==> src/rtl/fwd_pkg.sv <==
// Shared types for the forwarding/hazard control slice: operand-mux select
// encoding and the shadow-pipeline entry tracked per in-flight instruction.
package fwd_pkg;

  // Widest register specifier an entry can carry. The instantiating module's
  // REG_ADDR_W must not exceed this; specifiers are zero-extended into it.
  localparam int RD_MAX_W = 8;

  // Execute-stage 4:1 operand mux select encoding.
  typedef enum logic [1:0] {
    FWD_RF    = 2'b00,  // register file read data
    FWD_EXMEM = 2'b01,  // EX/MEM ALU result
    FWD_MEMWB = 2'b10,  // MEM/WB result
    FWD_WBH   = 2'b11   // retired-writeback holding register
  } fwd_sel_e;

  // One in-flight instruction as seen by the hazard logic.
  typedef struct packed {
    logic                valid;
    logic [RD_MAX_W-1:0] rd;
    logic                we;
    logic                load;
  } pipe_ent_t;

  localparam pipe_ent_t PIPE_BUBBLE = '0;

  // A producer matches a source when it is a real, register-writing
  // instruction whose destination equals that source.
  function automatic logic ent_match(input pipe_ent_t ent,
                                     input logic [RD_MAX_W-1:0] src);
    return ent.valid && ent.we && (ent.rd == src);
  endfunction

endpackage

==> src/rtl/fwd_sel_calc.sv <==
// Priority forwarding select for a single source operand. The youngest
// matching producer (EX, then MEM, then WB) wins; otherwise the register file.
module fwd_sel_calc
  import fwd_pkg::*;
#(
  parameter int REG_ADDR_W = 4,
  parameter bit ZERO_REG   = 1'b1
) (
  input  logic [REG_ADDR_W-1:0] src,
  input  pipe_ent_t             ex_ent,
  input  pipe_ent_t             mem_ent,
  input  pipe_ent_t             wb_ent,
  output fwd_sel_e              sel,
  output logic                  ex_hit
);

  logic [RD_MAX_W-1:0] src_ext;
  logic                src_live;
  logic                mem_hit;
  logic                wb_hit;

  assign src_ext = RD_MAX_W'(src);

  // A hardwired zero register is never a dependency, so it masks all matches.
  assign src_live = !(ZERO_REG && (src == '0));

  // Per-stage match detection, gated by whether the source can depend at all.
  always_comb begin
    ex_hit  = src_live && ent_match(ex_ent, src_ext);
    mem_hit = src_live && ent_match(mem_ent, src_ext);
    wb_hit  = src_live && ent_match(wb_ent, src_ext);
  end

  // Youngest-producer-first priority encode onto the mux select.
  always_comb begin
    sel = FWD_RF;
    if (ex_hit) begin
      sel = FWD_EXMEM;
    end else if (mem_hit) begin
      sel = FWD_MEMWB;
    end else if (wb_hit) begin
      sel = FWD_WBH;
    end
  end

endmodule

==> src/rtl/fwd_hazard_unit.sv <==
// Forwarding and load-use hazard control for the execute-stage operand muxes.
// Shadows the destination registers of the instructions in EX, MEM and WB,
// registers the operand selects one cycle ahead of EX, raises the load-use
// stall, and counts stall cycles with a saturating counter.
module fwd_hazard_unit
  import fwd_pkg::*;
#(
  parameter int REG_ADDR_W = 4,
  parameter bit ZERO_REG   = 1'b1,
  parameter int CNT_W      = 16
) (
  input  logic                  clk,
  input  logic                  rst,
  input  logic                  id_valid,
  input  logic [REG_ADDR_W-1:0] id_rs1,
  input  logic [REG_ADDR_W-1:0] id_rs2,
  input  logic [REG_ADDR_W-1:0] id_rd,
  input  logic                  id_we,
  input  logic                  id_load,
  input  logic                  hold,
  input  logic                  flush,
  output logic [1:0]            sel_a,
  output logic [1:0]            sel_b,
  output logic                  ex_valid,
  output logic                  stall,
  output logic [CNT_W-1:0]      stall_cnt
);

  pipe_ent_t  ex_q;
  pipe_ent_t  mem_q;
  pipe_ent_t  wb_q;

  fwd_sel_e   sel_a_d;
  fwd_sel_e   sel_b_d;
  logic       ex_hit_a;
  logic       ex_hit_b;
  logic       issue_bubble;
  pipe_ent_t  id_ent;

  // Counter increment that sticks at all-ones instead of wrapping.
  function automatic logic [CNT_W-1:0] sat_inc(input logic [CNT_W-1:0] cnt);
    return (cnt == '1) ? cnt : cnt + CNT_W'(1);
  endfunction

  fwd_sel_calc #(
    .REG_ADDR_W (REG_ADDR_W),
    .ZERO_REG   (ZERO_REG)
  ) u_sel_a (
    .src     (id_rs1),
    .ex_ent  (ex_q),
    .mem_ent (mem_q),
    .wb_ent  (wb_q),
    .sel     (sel_a_d),
    .ex_hit  (ex_hit_a)
  );

  fwd_sel_calc #(
    .REG_ADDR_W (REG_ADDR_W),
    .ZERO_REG   (ZERO_REG)
  ) u_sel_b (
    .src     (id_rs2),
    .ex_ent  (ex_q),
    .mem_ent (mem_q),
    .wb_ent  (wb_q),
    .sel     (sel_b_d),
    .ex_hit  (ex_hit_b)
  );

  // Load-use hazard: a load in EX cannot forward its data yet, so a decoding
  // consumer must wait one cycle until the load reaches MEM.
  always_comb begin
    stall = id_valid && ex_q.valid && ex_q.load && ex_q.we &&
            (ex_hit_a || ex_hit_b);
  end

  // Decide what enters EX: the decoding instruction or a bubble.
  always_comb begin
    issue_bubble = flush || stall || !id_valid;
    id_ent       = PIPE_BUBBLE;
    id_ent.valid = 1'b1;
    id_ent.rd    = RD_MAX_W'(id_rd);
    id_ent.we    = id_we;
    id_ent.load  = id_load;
  end

  // ---- stage boundary: decode -> EX/MEM/WB shadow entries and selects ----
  // Shadow pipeline advance and registered selects; hold freezes everything.
  always_ff @(posedge clk or posedge rst) begin
    if (rst) begin
      ex_q  <= PIPE_BUBBLE;
      mem_q <= PIPE_BUBBLE;
      wb_q  <= PIPE_BUBBLE;
      sel_a <= FWD_RF;
      sel_b <= FWD_RF;
    end else if (!hold) begin
      mem_q <= ex_q;
      wb_q  <= mem_q;
      if (issue_bubble) begin
        ex_q  <= PIPE_BUBBLE;
        sel_a <= FWD_RF;
        sel_b <= FWD_RF;
      end else begin
        ex_q  <= id_ent;
        sel_a <= sel_a_d;
        sel_b <= sel_b_d;
      end
    end
  end

  // Saturating stall-cycle counter, frozen while held.
  always_ff @(posedge clk or posedge rst) begin
    if (rst) begin
      stall_cnt <= '0;
    end else if (!hold && stall) begin
      stall_cnt <= sat_inc(stall_cnt);
    end
  end

  assign ex_valid = ex_q.valid;

endmodule

==> config.mk <==
export PLATFORM = sky130hd
export DESIGN_NAME = fwd_hazard_unit
export DESIGN_NICKNAME = d
export VERILOG_FILES = /design/src/rtl/fwd_pkg.sv /design/src/rtl/fwd_sel_calc.sv /design/src/rtl/fwd_hazard_unit.sv
export SDC_FILE = /design/constraint.sdc
export NUM_CORES = 1
export LEC_CHECK = 0
export BUFFER_PORTS_ARGS = -buffer_cell sky130_fd_sc_hd__buf_2
export CAP_MARGIN = 20
export CORE_MARGIN = 5
export CORE_UTILIZATION = 55
export DETAILED_ROUTE_END_ITERATION = 12
export MAX_ROUTING_LAYER = met4
export PLACE_DENSITY = 0.79
export SYNTH_ARGS = -nofsm -noshare
export SYNTH_HDL_FRONTEND = slang
export SYNTH_HIERARCHICAL = 1
export SYNTH_SLANG_ARGS = --single-unit
==> constraint.sdc <==
create_clock -name clk -period 4.8 [get_ports clk]
set_input_delay 0.48 -clock clk [delete_from_list [all_inputs] [get_ports clk]]
set_output_delay 0.48 -clock clk [all_outputs]
set_load 0.02 [all_outputs]
## After elaboration in Yosys (flattened, before gate mapping)

Cells that the tools add are included.
W data, S select, Z words.

- $add $sub $neg: 1
- Equal/unequal tests: 7
- Muxes and demuxes: 9
- Bitwise gates (word level): 1
- Reduce and logical (&&, ||, !) cells: 30

Operators by type and width:

| kind | count |
|---|---|
| $eq A8 B4 Y1 | 6 |
| $logic_and A1 B1 Y1 | 20 |
| $add A16 B1 Y16 const B | 1 |
| $eq A16 B16 Y1 const B | 1 |
| $mux W2 | 8 |
| $mux W11 | 1 |
| $logic_not A4 Y1 | 2 |
| $logic_not A1 Y1 | 4 |
| $logic_or A1 B1 Y1 | 3 |
| $reduce_and A2 Y1 | 1 |
| $not A1 Y1 | 1 |

- Register bits after elaboration: 51
- Input port bits: 19
- Output and inout bits: 22

## Depth between registers and ports, before layout

Gate-level depths: netlist of run 1.

- Depth after elaboration: 8
- Mapped depth: 7
- Gate-level depth less buffers: 7

## Modules after synthesis

The synthesis of run 1 kept the hierarchy.

Modules (own cells, without submodules):

| module | instances | cells an instance | area an instance (µm²) | sequential area each (µm²) |
|---|---|---|---|---|
| fwd_hazard_unit | 1 | 132 | 1747.9 | 1026.0 |
| fwd_sel_calc | 2 | 31 | 212.7 | 0.0 |

## Worst setup path before layout of run 1

No wires, ideal clock.

- Path type: input -> output
- Start point: input port id_rs2[0]
- End point: output port stall
- Arrival: 1.646 ns
- Slack: 2.674 ns
- Stages: 5
- Path buffers: 0
- Cell sequence: or3_2 a21oi_1 nor3_1 o2111a_1 and2_1

- Word-level cells in the longest chain between the ends: 5
- Elaborated cells between the ends (all ways): 7
- Classes of those cells: 1 x eq/ne; 6 x reduce/logical

RTL lines:

| item | RTL line | text |
|---|---|---|
| start, declared | fwd_hazard_unit.sv:16 | `input logic [REG_ADDR_W-1:0] id_rs2,` |
| $eq A8 B4 Y1 or $logic_not A4 Y1 (tied branches) | fwd_pkg.sv:31, fwd_sel_calc.sv:25 |  |
| $logic_and A1 B1 Y1 or $logic_not A1 Y1 (tied branches) | fwd_pkg.sv:31, fwd_sel_calc.sv:25 |  |
| $logic_and A1 B1 Y1 (*) | fwd_sel_calc.sv:29 | `ex_hit = src_live && ent_match(ex_ent, src_ext);` |
| via ex_hit_b | fwd_hazard_unit.sv:36 | `logic ex_hit_b;` |
| $logic_or A1 B1 Y1 (*) | fwd_hazard_unit.sv:73 | `(ex_hit_a \|\| ex_hit_b);` |
| $logic_and A1 B1 Y1 (*) | fwd_hazard_unit.sv:72 | `stall = id_valid && ex_q.valid && ex_q.load && ex_q.we &&` |
| end, declared | fwd_hazard_unit.sv:25 | `output logic stall,` |

Mark *: on every way through the listed nets, which the timed path passes. The rest lies on a longest branch.

## Worst setup path after layout of run 1

Ends and elaborated chain as after synthesis.

==> qor.yml, run 1 <==
cp-end-kind: "output pin"
cts_made_buffers: 5
tightest_slew_ns: 0.6818
design_area_um2: 2524
cts_hold_buf: 0
rows: 22
tns_ns: 0
outcome: "finished clean"
grt_antenna_before_repair: 0
num_antenna_cells: 0
critPathArrivalTime_ns: 1.97
drive_above_1_share_pct: 26.25
ant_nets: 0
cts_root_buf: "clkbuf_8"
avgSynthCellArea_um2: 11.06
max_freq_ghz: 0.4087
via_count: 1682
grt_setup_unrepaired: "false"
drt_iter0_markers: 116
r2r_slack_ns: 2.59
fillers: 333
gp_congestion: 0.8574
drc: 0
core_um2: 3689
p_per_area_nw_per_um2: 252.3
cts.sink_count: 39
clock_path_buffers: 2
register_area_um2: 975.9
htreeDepth: 2
final_max_slew_viol_count: 0
drv_cap: 0
hold_class: "input port to async pin"
multi_input_area_um2: 1190
yosysWarnings: 6
grt_pass1_wl_um: 7769
firstDrtPassIters: 4
vias_per_cell: 5.479
grt_overflow_total: 0
synth_area_um2: 2101
hold_violations: 0
grt_usage_pct: 19.72
portBuffers: 40
reg2regPathDepth: 7
required_ns: 4.32
r2r-end: "stall_cnt[6]"
post_cts_resize_count: 0
min_period_over_period_pct: 50.98
startpoint_type: "input port"
dieArea_um2: 5155
crit_start: "id_rs2[0]"
syn_inst: 190
period_minus_slack_ns: 2.447
area_delta_synth_final_pct: 20.13
grt_pass1_vias: 1722
finalWirelength_um: 4461
maxSlewHeadroom_pct: 54.13
dpl_cell_area_um2: 2442
place_hpwl_um: 3345
postCtsSetupBuffers: 0
critPathKind: "input port to output pin"
r2r_start: "ex_q[5]"
final_nets: 278
irDropWorstVdd_mv: 0.1915
cp_max_fo: 5
initial_core_util_pct: 56.95
cts_tree: "yes"
clock_skew_ns: 0.005357
insertion_delay_ns: 0.29
fp.dieW_um: 71.80
clk_pin_slew_ns: 0.07
grt_max_degree: 40
p_leak_nw: 1.275
setup_violations: 0
routedWlPerCell_um: 14.53
die_h_um: 71.80
ioPinCount: 41
==> final cells by class <==
type / count / area share [%]
Multi-Input combinational cell: 169 / 47.15
Clock buffer: 7 / 3.024
Inverter: 1 / 0.1487
Sequential cell: 39 / 38.67
Tap cell: 48 / 2.380
Clock inverter: 1 / 0.1983
Timing Repair Buffer: 42 / 8.428
==> metal layers <==
layer	vias to the layer above	wire length (µm)	GRT usage, %
met4	0	61	6.681
li1	819	-	-
met2	43	2151	30.92
met3	6	218	4.769
met5	-	0	-
met1	814	2029	25.00
==> per-stage QoR <==
stage          worst slack (ns)  std cells  total power (W)  util, %  hold WS, ns
6_report                  2.353        307        0.0006368    68.42       0.3066
5_1_grt                   2.243        307        0.0006667    68.42       0.3463
4_1_cts                   2.360        307        0.0006427    68.42       0.3171
3_5_place_dp              2.116        299        0.0004329    66.21       0.5021
3_3_place_gp              1.928        298        0.0004304    66.08       0.4964
2_1_floorplan             2.674        213        0.0004086        -       0.4796
==> power by group <==
group / switching, W / internal (W)
logic: 0.0000352 / 0.0000352
clock network: 0.000109 / 0.000102
registers: 0.0000148 / 0.000341
==> cell usage in the layout, fill, tap and decap left out, types with 2 or more instances in the layout <==
master / instances
a21oi_1: 5
a22o_1: 10
and2_1: 3
and3_1: 2
buf_2: 41
clkbuf_1: 2
clkbuf_8: 5
conb_1: 24
dfrtp_1: 39
mux2_2: 12
nand2_1: 5
nand3_1: 15
nand4_1: 6
nor2_1: 4
nor3_1: 6
nor3b_1: 3
nor4_1: 15
o21bai_1: 2
or3_2: 2
or4_1: 4
xnor2_1: 20
xor2_1: 16
==> worst max-delay path by stage <==
stage | to | slack [ns] | cells after the start
2_1_floorplan | stall | 2.67 | 5
3_3_place_gp | ex_q[3] | 1.93 | 7
3_5_place_dp | ex_q[1] | 2.12 | 8
4_1_cts | stall | 2.36 | 7
5_1_grt | stall | 2.24 | 6
6_report | stall | 2.35 | 7
==> critical path: stages <==
cell and delay [ns]:
buf_2 0.14, or3_2 0.47, a21oi_1 0.14, nor3_1 0.10, o2111a_1 0.30, and2_1 0.18
buf_2 0.16
==> flip-flops by register name (all words and copies together) (netlist names) <==
signal,cells
stall_cnt,16
ex_q,6
mem_q,6
wb_q,6
sel_a,2
sel_b,2
ex_valid,1
(Power assumes the default switching activity.)
==> run 2, diff against run 1 <==
- ABC_AREA: unset -> 1
- CORE_UTILIZATION: 55 -> 52
- PLACE_DENSITY: 0.79 -> 0.77
- clock period: 4.8 -> 1.96 ns (I/O delays scaled with it)
==> qor.yml, run 2 <==
outcome: "finished clean"  # unchanged
hold_ws_ns: 0.009607  # was 0.3066 ns
r2r-end: "stall_cnt[12]"  # was stall_cnt[6]
dp_cells: 547  # was 299
finalWirelength_um: 6240  # was 4461 µm
dp_slack_ns: 0.1659  # was 2.116 ns
intPower_w: 0.001322  # was 0.0004784 W
grt_usage_pct: 21.36  # was 19.72%
grt_antenna_before_repair: 0  # unchanged
routedWlPerCell_um: 11.16  # was 14.53 µm
grt_setup_unrepaired: "true"  # was false
htreeDepth: 2  # unchanged
maxSlewHeadroom_pct: 66.35  # was 54.13%
p_leak_nw: 1.756  # was 1.275 nW
cts_made_buffers: 5  # unchanged
gp_congestion: 0.8986  # was 0.8574
p_sw_w: 0.0004604  # was 0.0001584 W
cp.depth: 10  # was 7
core_um2: 4817  # was 3689 µm²
multi_input_area_um2: 1481  # was 1190 µm²
fp.dieW_um: 81.07  # was 71.80 µm
drive_above_1_share_pct: 17.48  # was 26.25%
timing.final.ws_setup_ns: 0.08339  # was 2.353 ns
via_count: 2627  # was 1682
cp_num_buf_inv: 3  # was 2
die_h_um: 81.07  # was 71.80 µm
max_freq_ghz: 0.5329
register_area_um2: 975.9  # unchanged
r2r_start: "ex_valid"  # was ex_q[5]
r2r_slack_ns: 0.16  # was 2.59 ns
setup_violations: 0  # unchanged
grt_overflow_total: 0  # unchanged
final_max_slew_viol_count: 0  # unchanged
drc: 0  # unchanged
swShare_pct: 25.83  # was 24.88%
fillers: 470  # was 333
vias_per_cell: 4.699  # was 5.479
largest_register_ffs: 16  # unchanged
clock_skew_ns: 0.007225  # was 0.005357 ns
initial_core_util_pct: 54.52  # was 56.95%
path_cells: "nand2_1, inv_1, o21ai_0, nor2_1, nand3_2, nor2_4, or2_4, nand2_4, inv_1, buf_4"  # was buf_2, or3_2, a21oi_1, nor3_1, o2111a_1, and2_1, buf_2
synth_area_um2: 2626  # was 2101 µm²
drv_cap: 0  # unchanged
tightest_slew_ns: 0.5047  # was 0.6818 ns
mostFrequentLayoutCells: "nand2_1 (180), nor2_1 (53), inv_1 (46), dfrtp_1 (39), buf_2 (39)"  # was buf_2 (41), dfrtp_1 (39), conb_1 (24), xnor2_1 (20), xor2_1 (16)
crit_start: "ex_valid"  # was id_rs2[0]
insertion_delay_ns: 0.30  # was 0.29 ns
final_cells: 559  # was 307
cts_hold_buf: 0  # unchanged
yosysWarnings: 6  # unchanged
rows: 25  # was 22
clock_path_buffers: 2  # unchanged
reg2regPathDepth: 12  # was 7
seqPwrFrac_pct: 48.6  # was 55.9%
critPathKind: "register to output pin"  # was input port to output pin
utilization_pct: 65.84  # was 68.42%
portBuffers: 40  # unchanged
hold_violations: 0  # unchanged
cp-end-kind: "output pin"  # unchanged
cp_max_fo: 6  # was 5
final_nets: 511  # was 278
max_stage_delay_ns: 0.40  # was 0.47 ns
cp_slowest_cell: "dfrtp_1"  # was or3_2
final_common_cell: "nand2_1"  # was buf_2
design_area_um2: 3172  # was 2524 µm²
area_delta_synth_final_pct: 20.77  # was 20.13%
period_minus_slack_ns: 1.877
clk_pin_slew_ns: 0.08  # was 0.07 ns
critPathArrivalTime_ns: 1.68  # was 1.97 ns
path_common_cell: "inv_1"  # was buf_2
min_period_over_period_pct: 95.75
ant_nets: 0  # unchanged
dieArea_um2: 6572  # was 5155 µm²
startpoint_type: "register"  # was input port
grt_max_degree: 40  # unchanged
place_hpwl_um: 4659  # was 3345 µm
syn_inst: 419  # was 190
combPwrFrac_pct: 11.6  # was 11.1%
regMostFlops: "stall_cnt"  # unchanged
cts_tree: "yes"  # unchanged
path_delay_family: "simple AND/OR/NAND/NOR gates"  # unchanged
dpl_cell_area_um2: 3003  # was 2442 µm²
hold_class: "input port to async pin"  # unchanged
grt_pass1_wl_um: 10720  # was 7769 µm
firstDrtPassIters: 4  # unchanged
avgSynthCellArea_um2: 6.268  # was 11.06 µm²
drt_iter0_markers: 185  # was 116
p_per_area_nw_per_um2: 562.0  # was 252.3 nW/µm²
required_ns: 1.76  # was 4.32 ns
cts.sink_count: 39  # unchanged
grt_pass1_vias: 2443  # was 1722
clockPowerShare_pct: 39.8  # was 33.0%
num_antenna_cells: 0  # unchanged
irDropWorstVdd_mv: 0.4152  # was 0.1915 mV
ioPinCount: 41  # unchanged
crit_end: "stall"  # unchanged
cts_root_buf: "clkbuf_8"  # unchanged
-- run 2: timing repair --
item,in CTS,in global routing
gates resized for setup,1,5
endpoints found under the setup margin,1,2
pin swaps,0,5
setup buffers,2,2
-- run 2: final cells by class --
type / instances / share of cell area (%)
multi-input cells: 337 / 46.71
flip-flops and latches: 39 / 30.77
repair buffers: 50 / 9.152
inverters: 58 / 7.022
well taps: 67 / 2.643
clock buffers: 6 / 2.604
clock inverters: 2 / 1.105
-- run 2: metal layers --
metal | global-route usage, % | vias up | part of all wire [%]
li1 | - | 1370 | -
met5 | - | - | 0
met4 | 6.926 | 0 | 1.7
met1 | 25.57 | 1190 | 43
met3 | 3.215 | 12 | 4.1
met2 | 36.86 | 55 | 52
-- run 2: metrics by stage --
| step | TNS (ns) | power, W |
|---|---|---|
| after floorplan | 0 | 0.001009 |
| after global placement | 0 | 0.001072 |
| after detailed placement | 0 | 0.001078 |
| after CTS | 0 | 0.001794 |
| after global routing | -0.01069 | 0.001879 |
| final | 0 | 0.001783 |
-- run 2: how the worst min path moves through the flow --
stage	startpoint	to	slack, ns
3_3_place_gp	rst	stall_cnt[3]	0.35
3_5_place_dp	rst	ex_q[0]	0.36
2_1_floorplan	id_load	ex_q[0]	0.34
6_report	rst	stall_cnt[4]	0.01
4_1_cts	rst	stall_cnt[4]	0.03
5_1_grt	rst	ex_q[0]	0.06
-- run 2: power by group through the flow --
stage | combinational (W) | sequential (W) | clock [W]
after floorplan | 0.000132 | 0.000877 | 0
after global placement | 0.000189 | 0.000883 | 0
after detailed placement | 0.000194 | 0.000884 | 0
after CTS | 0.000200 | 0.000867 | 0.000727
after global routing | 0.000242 | 0.000872 | 0.000765
final | 0.000206 | 0.000867 | 0.000710
-- run 2: worst min-delay path, cell delays in order --
cell and delay [ns]:
buf_2 0.09, inv_1 0.04, buf_4 0.43
